[config.mk]
export PLATFORM = sky130hd
export DESIGN_NAME = hex_display_arbiter
export DESIGN_NICKNAME = d
export VERILOG_FILES = /design/src/rtl/de0_display_pkg.sv /design/src/rtl/hex_seg_decode.sv /design/src/rtl/hex_display_arbiter.sv
export SDC_FILE = /design/constraint.sdc
export NUM_CORES = 1
export LEC_CHECK = 0
export ABC_AREA = 0
export CORE_ASPECT_RATIO = 1.2
export CORE_UTILIZATION = 49
export CTS_CLUSTER_SIZE = 8
export DETAILED_ROUTE_END_ITERATION = 16
export PLACE_DENSITY = 0.82
export SLEW_MARGIN = 20
export SYNTH_ARGS = -nofsm -noshare
export SYNTH_HDL_FRONTEND = slang
export SYNTH_SLANG_ARGS = --single-unit
[constraint.sdc]
create_clock -name CLOCK_50 -period 3.4 [get_ports CLOCK_50]
set_input_delay 0.85 -clock CLOCK_50 [delete_from_list [all_inputs] [get_ports CLOCK_50]]
set_output_delay 0.85 -clock CLOCK_50 [all_outputs]
set_load 0.02 [all_outputs]
[src/rtl/de0_display_pkg.sv]
// Shared types and constants for the DE0 seven-segment display path.
// Segment patterns are active-low, bit0=a .. bit6=g.
package de0_display_pkg;

   localparam int NUM_DIGITS = 4;
   localparam logic [6:0] SEG_BLANK = 7'h7F;

   typedef enum logic [1:0] {
      IDLE   = 2'd0,
      GRANT  = 2'd1,
      SWITCH = 2'd2
   } state_t;

   localparam logic [6:0] SEG_TABLE [16] = '{
      7'h40, 7'h79, 7'h24, 7'h30,
      7'h19, 7'h12, 7'h02, 7'h78,
      7'h00, 7'h10, 7'h08, 7'h03,
      7'h46, 7'h21, 7'h06, 7'h0E
   };

endpackage

[src/rtl/hex_seg_decode.sv]
// Hex nibble to active-low seven-segment pattern.
// Purely combinational table lookup.
module hex_seg_decode
   import de0_display_pkg::*;
(
   input  logic [3:0] nibble,
   output logic [6:0] seg
);

   assign seg = SEG_TABLE[nibble];

endmodule

[src/rtl/hex_display_arbiter.sv]
// Round-robin owner of HEX0..HEX3 with minimum dwell and preemption.
// Define HEX_OWNER_DP_EN to light the DP of digit (owner mod 4) while granted.
module hex_display_arbiter
   import de0_display_pkg::*;
#(
   parameter int NUM_REQ     = 4,
   parameter int HOLD_CYCLES = 50000000
)(
   input  logic                   CLOCK_50,
   input  logic                   RESET,
   input  logic [NUM_REQ-1:0]     req,
   input  logic [NUM_REQ*16-1:0]  req_data,
   input  logic [NUM_REQ*4-1:0]   req_dp,
   output logic [NUM_REQ-1:0]     grant,
   output logic [6:0]             HEX0_D,
   output logic [6:0]             HEX1_D,
   output logic [6:0]             HEX2_D,
   output logic [6:0]             HEX3_D,
   output logic                   HEX0_DP,
   output logic                   HEX1_DP,
   output logic                   HEX2_DP,
   output logic                   HEX3_DP
);

   localparam int IW = (NUM_REQ > 1) ? $clog2(NUM_REQ) : 1;
   localparam int DW = (HOLD_CYCLES > 1) ? $clog2(HOLD_CYCLES + 1) : 1;
   localparam logic [DW-1:0] HOLD_MAX = DW'(HOLD_CYCLES);
   localparam logic [IW-1:0] LAST_IDX = IW'(NUM_REQ - 1);
   localparam logic [NUM_REQ-1:0] ONE = NUM_REQ'(1);

   state_t                 state;
   logic [IW-1:0]          owner;
   logic [IW-1:0]          rr_ptr;
   logic [IW-1:0]          pick;
   logic [DW-1:0]          dwell;
   logic [NUM_REQ-1:0]     grant_q;
   logic                   any_req;
   logic                   owner_req;
   logic                   preempt;
   logic [15:0]            owner_data;
   logic [3:0]             owner_dp;
   logic [NUM_DIGITS-1:0]  dp_next;
   logic [NUM_DIGITS-1:0]  dp_q;
   logic [6:0]             seg_dec [NUM_DIGITS];
   logic [6:0]             seg_q [NUM_DIGITS];

   // First active request scanning from p upward, wrapping at NUM_REQ.
   function automatic logic [IW-1:0] rr_pick(
      input logic [NUM_REQ-1:0] r,
      input logic [IW-1:0]      p
   );
      logic [IW-1:0] sel;
      logic          hit;
      int            j;
      sel = p;
      hit = 1'b0;
      for (int i = 0; i < NUM_REQ; i++) begin
         j = int'(p) + i;
         if (j >= NUM_REQ) j = j - NUM_REQ;
         if (!hit && r[j]) begin
            hit = 1'b1;
            sel = IW'(j);
         end
      end
      return sel;
   endfunction

   assign any_req    = |req;
   assign owner_req  = req[owner];
   assign preempt    = (dwell == HOLD_MAX) && |(req & ~grant_q);
   assign pick       = rr_pick(req, rr_ptr);
   assign owner_data = req_data[int'(owner)*16 +: 16];
   assign owner_dp   = req_dp[int'(owner)*4 +: 4];

   always_ff @(posedge CLOCK_50) begin
      if (RESET) begin
         state   <= IDLE;
         grant_q <= '0;
         owner   <= '0;
         rr_ptr  <= '0;
         dwell   <= '0;
      end else begin
         unique case (state)
            IDLE, SWITCH: begin
               if (any_req) begin
                  state   <= GRANT;
                  owner   <= pick;
                  grant_q <= ONE << pick;
                  dwell   <= '0;
               end else begin
                  state   <= IDLE;
               end
            end
            GRANT: begin
               if (!owner_req || preempt) begin
                  state   <= SWITCH;
                  grant_q <= '0;
                  dwell   <= '0;
                  rr_ptr  <= (owner == LAST_IDX) ? '0 : owner + 1'b1;
               end else if (dwell != HOLD_MAX) begin
                  dwell   <= dwell + 1'b1;
               end
            end
            default: begin
               state   <= IDLE;
               grant_q <= '0;
            end
         endcase
      end
   end

`ifdef HEX_OWNER_DP_EN
   logic [1:0] owner_digit;

   assign owner_digit = 2'(int'(owner) % NUM_DIGITS);

   always_comb begin
      dp_next = ~owner_dp;
      dp_next[owner_digit] = 1'b0;
   end
`else
   assign dp_next = ~owner_dp;
`endif

   for (genvar n = 0; n < NUM_DIGITS; n++) begin : g_dec
      hex_seg_decode u_dec (
         .nibble (owner_data[4*n +: 4]),
         .seg    (seg_dec[n])
      );
   end

   // SWITCH leaves the last owner's pattern on the digits.
   always_ff @(posedge CLOCK_50) begin
      if (RESET) begin
         for (int n = 0; n < NUM_DIGITS; n++) seg_q[n] <= SEG_BLANK;
         dp_q <= '1;
      end else begin
         unique case (state)
            IDLE: begin
               for (int n = 0; n < NUM_DIGITS; n++) seg_q[n] <= SEG_BLANK;
               dp_q <= '1;
            end
            GRANT: begin
               for (int n = 0; n < NUM_DIGITS; n++) seg_q[n] <= seg_dec[n];
               dp_q <= dp_next;
            end
            default: begin
               dp_q <= dp_q;
            end
         endcase
      end
   end

   assign grant   = grant_q;
   assign HEX0_D  = seg_q[0];
   assign HEX1_D  = seg_q[1];
   assign HEX2_D  = seg_q[2];
   assign HEX3_D  = seg_q[3];
   assign HEX0_DP = dp_q[0];
   assign HEX1_DP = dp_q[1];
   assign HEX2_DP = dp_q[2];
   assign HEX3_DP = dp_q[3];

endmodule

==> impl_metrics.toml, run 1 <==
[outcome]
outcome = "completed"

[floorplan]
dieArea_um2 = 9170
start_util = 0.503
fp.dieH_um = 105
ios = 122
die_x_um = 87.6
core_um2 = 8560
rows = 37

[setup_path]
critical_path.max_stage_delay_ns = 0.65
path_max_fanout = 8
worst_path_dominant_cell_family = "simple AND/OR/NAND/NOR gates"
crit_chain = "clkdlybuf4s50_1 -> nor4_4 -> a2111o_1 -> or3_1 -> nor3_2 -> xnor2_1 -> nor2_1"
path_buf_inv = 1
crit_type = "input pin to flop"
rr_worst_depth = 6
slowest_stage = "clkdlybuf4s50_1"
cp.required_ns = 3.63
crit_arrival_ns = 3.03
path_depth = 7
cp-end-kind = "flop"
critPathLaunchType = "input pin"

[routing]
wirelength_mm = 10.8
avgViaCountPerCell = 5.60
drt_iter0_drc = 200
first_pass_iters = 6
final_antenna_net_count = 0
vias = 3873
wl_per_cell_um = 15.7
drc = 0

[layout]
multi_input_area_um2 = 2550
design_area_um2 = 5800
drive_gt1_frac = 0.105
area_delta_synth_final_pct = 34.5
antenna_cells = 0
finalNetCount = 682
seq_area_um2 = 1570
postLayoutCoreUtil = 0.677
fin_cells = 691
fillers = 646

[sta]
drv_slew = 0
rsz0062_at_grt = "no"
max-slew-margin-rel = 0.433
fin_skew_ns = 0.0107
finalSetupTns_ns = 0
worstMarginPinSlew_ns = 0.850
hold_viol_final = 0
period_needed_ns = 2.80
post-route-period-util = 0.824
timing.hold.ws_ns = 0.483
setup_viol = 0
fin_ws_ns = 0.599
fmax_mhz = 357

[clock_network]
postCtsSetupBuffers = 0
clock_latency_ns = 0.35
cts_hold_buf = 0
cts_root_buf = "clkbuf_8"
clkSlewWorstSetupHoldPaths_ns = 0.08
htree_levels = 3
numCtsBuffers = 9
ctsResizeCount = 0
cts_tree = "done"
cts_num_sinks = 68
cts.path.max_buffers = 2

[global_routing]
grt_pass1_vias = 3771
grt_max_degree = 27
grt_usage = 0.239
antenna_found_initial = 0
overflow = 0
grt_pass1_wl_mm = 17.2

[synth]
async_reset_ff_frac = 0
yosysMostFrequentCell = "nor2_1"
synth_seq_area_share = 0.365
ys_seq_elements = 68
synth_mux_area_frac = 0.142
yosys.area_share.simple = 0.191
syn_inst = 450
synth-xor-area-share = 0.0468
synth_area_leader_cell = "dfxtp_1"
synth_fp_nets = 563
postSynthAreaPerCell_um2 = 9.57
ys.flop_type = "dfxtp_1"
synth_fa_ha_area_frac = 0.0784
synth_edf_count = 21
yosysTopAreaCellShare = 0.218
yosysUniqueCellTypes = 52
synth_compound_area_frac = 0.134
yosysWarningCount = 0
synth_top_family_by_area = "simple AND/OR/NAND/NOR gates"
ys_top_cells_by_count = "nor2_1 (65), dfxtp_1 (47), a21oi_1 (34), nand2_1 (30), ha_1 (27)"
netlist_area_um2 = 4310
synth.area.top_cells = "dfxtp_1 (22%), edfxtp_1 (15%), mux4_2 (13%)"

[place]
io_buffers = 121
pre_cts_ws_ns = 0.264
gp_congestion = 0.859
dpl_cell_area_um2 = 5640
post-dp-hpwl_mm = 8.40
placed_cells = 675

[power_and_ir_drop]
total_power_mw = 2.09
vdd_ir_drop_max_mv = 0.199
power.density_nw_per_um2 = 361
leakage_nw = 2.02

[flow_run]
drv_cap = 0

[worst_hold_path]
holdCritPathClass = "flop to flop"
holdPathStages = 1
[placed cells by master (no fill, tap or decap), drive strengths merged, types with 11 or more instances in the layout]
cell type        n
edfxtp          21
dfxtp           47
nor2            65
o21ai           16
a21oi           35
mux4            24
xnor2           13
clkdlybuf4s50  121
ha              27
clkbuf          11
inv             24
nand2b          18
nand2           30
[worst paths after layout]
kind                       startpoint                   endpoint  slack, ns
max                            req[3]     dwell[22]$_SDFFE_PP0P_       0.60
min          seg_q[2][6]$_SDFFE_PP1P_   seg_q[2][6]$_SDFFE_PP1P_       0.48
max reg2reg     owner[0]$_SDFFE_PP0P_  seg_q[1][3]$_SDFFCE_PN1P_       0.63
min reg2reg  seg_q[2][6]$_SDFFE_PP1P_   seg_q[2][6]$_SDFFE_PP1P_       0.48
[registers in the layout, indices dropped and copies added, names as in the netlist]
name / cells
seg_q: 28
dwell: 26
dp_q: 4
grant: 4
owner: 2
rr_ptr: 2
state: 2
[layout make-up]
type,instances,share of cell area
repair buffers,130,0.221
flip-flops and latches,68,0.271
clock inverters,5,0.00497
inverters,23,0.0149
multi-input cells,337,0.440
clock buffers,11,0.0227
well taps,117,0.0253
[report_power, final]
group	internal [mW]	switching, mW
sequential	0.879	0.0296
clock	0.261	0.305
combinational	0.313	0.302
[per-layer routing]
metal  GRT usage  vias up  wire, um
met5           0        -         0
met4       0.123        0       305
met3      0.0529       29       967
met2       0.415      187      5350
met1       0.270     1789      4200
li1            -     1868         -
[logic make-up after synthesis]
logic type / count (synthesis)
and+or+nand+nor: 164
adders and majority gates: 27
DFF: 68
AOI/OAI and AO/OA: 92
buffers and inverters: 45
xor gates and xnor gates: 23
muxes: 31
(Power assumes the default switching activity.)
==> run 2: changes to the inputs <==
--- a/config.mk
+++ b/config.mk
@@ -7,10 +7,10 @@
 export LEC_CHECK = 0
 export ABC_AREA = 0
 export CORE_ASPECT_RATIO = 1.2
-export CORE_UTILIZATION = 49
+export CORE_UTILIZATION = 44
 export CTS_CLUSTER_SIZE = 8
 export DETAILED_ROUTE_END_ITERATION = 16
-export PLACE_DENSITY = 0.82
+export PLACE_DENSITY = 0.78
 export SLEW_MARGIN = 20
 export SYNTH_ARGS = -nofsm -noshare
 export SYNTH_HDL_FRONTEND = slang
==> constraint.sdc (replaced) <==
create_clock -name CLOCK_50 -period 2.3 [get_ports CLOCK_50]
set_input_delay 0.575 -clock CLOCK_50 [delete_from_list [all_inputs] [get_ports CLOCK_50]]
set_output_delay 0.575 -clock CLOCK_50 [all_outputs]
set_load 0.02 [all_outputs]
==> run 2 against run 1 <==
Against the previous run: utilization increased by 2.0 points; final area up 14%; via count rose by 9.6%; clock skew fell by 0.0036 ns; setup slack got worse by 0.60 ns; register-to-register slack lost 0.55 ns; combinational power grew 90%; total power is 90% higher; first-iteration DRC count down 16%; sequential power is 46% higher; die area up 11%; sequential share of layout area down 3.4 points; critical endpoint is now seg_q[1][3]$_SDFFCE_PN1P_.
==> impl_metrics.toml, run 2 (same netlist as run 1, synthesis figures left out) <==
[power_and_ir_drop]
vdd_ir_drop_max_mv = 0.393
cell_internal_pwr_mw = 2.87
p_seq_frac = 0.335
total_power_mw = 3.97
power_frac_comb = 0.295
leakage_nw = 2.58
clkPwrFrac = 0.370
p_switching_mw = 1.10
switching_share = 0.277
power.density_nw_per_um2 = 599

[routing]
first_pass_iters = 5
vias = 4245
drc = 0
final_antenna_net_count = 0
wirelength_mm = 12.8
drt_iter0_drc = 169
avgViaCountPerCell = 5.58
wl_per_cell_um = 16.9

[clock_network]
cts_root_buf = "clkbuf_16"
cts.path.max_buffers = 2
clock_latency_ns = 0.34
clkSlewWorstSetupHoldPaths_ns = 0.05
htree_levels = 3
cts_tree = "done"
cts_num_sinks = 68
numCtsBuffers = 9

[place]
gp_congestion = 0.980
post-dp-hpwl_mm = 9.59
pre_cts_ws_ns = -0.394
io_buffers = 121
dpl_cell_area_um2 = 6150
placed_cells = 741

[floorplan]
ios = 122
dieArea_um2 = 10200
core_um2 = 9520
fp.dieH_um = 110
die_x_um = 92.3
rows = 39
start_util = 0.453

[sta]
drv_slew = 0
fin_ws_ns = 0.00331
post-route-period-util = 0.999
hold_viol_final = 0
setup_viol = 0
max-slew-margin-rel = 0.613
rsz0062_at_grt = "yes"
fmax_mhz = 435
worstMarginPinSlew_ns = 0.575
finalSetupTns_ns = 0
period_needed_ns = 2.30
fin_skew_ns = 0.00709

[outcome]
outcome = "completed"

[setup_path]
cp-end-kind = "flop"
path_max_fanout = 4
crit_arrival_ns = 2.39
critPathLaunchType = "input pin"
cp.required_ns = 2.39
crit_type = "input pin to flop"

[layout]
fin_cells = 761
drive_gt1_frac = 0.230
design_area_um2 = 6630
fillers = 679
final_common_cell = "clkdlybuf4s50_1"
largest_reg_flops = 28
antenna_cells = 0
reg.largest.list = "seg_q (28), dwell (26)"
area_delta_synth_final_pct = 53.9
seq_area_um2 = 1570
final_cell_mix = "clkdlybuf4s50_1 (101), buf_4 (69), nor2_1 (65), dfxtp_1 (46), a21oi_1 (34)"
multi_input_area_um2 = 2660
finalNetCount = 746
top_register = "seg_q"

[flow_run]
drv_cap = 0

[worst_hold_path]
holdCritPathClass = "flop to flop"

[global_routing]
overflow = 0
antenna_found_initial = 0
grt_usage = 0.250
grt_pass1_vias = 4303
grt_pass1_wl_mm = 19.7
grt_max_degree = 27
-- run 2: stage by stage --
stage	util	hold slack, ns
after CTS	0.683	0.481
after floorplan	-	0.459
final	0.697	0.476
after global routing	0.697	0.506
after global placement	0.646	0.459
after detailed placement	0.646	0.469
-- run 2: layer usage --
metal  GRT usage  up-vias  routed length [um]  part of all wire
li1            -     1998                   -                 -
met1       0.261     2025                4720              0.37
met2       0.470      176                6830              0.53
met3      0.0562       46                 826             0.064
met4       0.128        0                 447             0.035
met5           0        -                   0                 0
-- run 2: power by group through the flow --
stage          registers, mW  logic (mW)  clock network, mW
2_1_floorplan           1.42       0.515                  0
3_3_place_gp            1.36        1.06                  0
3_5_place_dp            1.36        1.10                  0
4_1_cts                 1.33        1.13               1.47
5_1_grt                 1.34        1.26               1.53
6_report                1.33        1.17               1.47
-- run 2: timing repair --
action / 4_1_cts / 5_1_grt
hold buffers: 0 / 0
pin swaps: 0 / 3
setup buffers: 2 / 2
resized for setup: 6 / 32
endpoints found under the setup margin: 4 / 12
-- run 2: critical path, cell delays in order --
cell,delay [ns]
clkdlybuf4s50_1,0.42
mux4_2,0.52
inv_2,0.10
ha_4,0.12
inv_2,0.03
mux4_2,0.46
nand2b_4,0.15
-- run 2: final timing paths --
kind	to	start	slack (ns)	cells past startpoint
worst max-delay path	seg_q[1][3]$_SDFFCE_PN1P_	req_data[21]	0.003	7
worst min-delay path	grant[0]$_SDFFE_PP0P_	grant[0]$_SDFFE_PP0P_	0.48	1
worst max register to register	seg_q[1][3]$_SDFFCE_PN1P_	owner[0]$_SDFFE_PP0P_	0.08	7
worst min register to register	grant[0]$_SDFFE_PP0P_	grant[0]$_SDFFE_PP0P_	0.48	1
-- run 2: layout make-up --
type | instances | share of cell area
inverters | 23 | 0.0130
flip-flops and latches | 68 | 0.237
repair buffers | 194 | 0.278
clock buffers | 9 | 0.0340
multi-input cells | 337 | 0.401
well taps | 123 | 0.0232
clock inverters | 7 | 0.0136
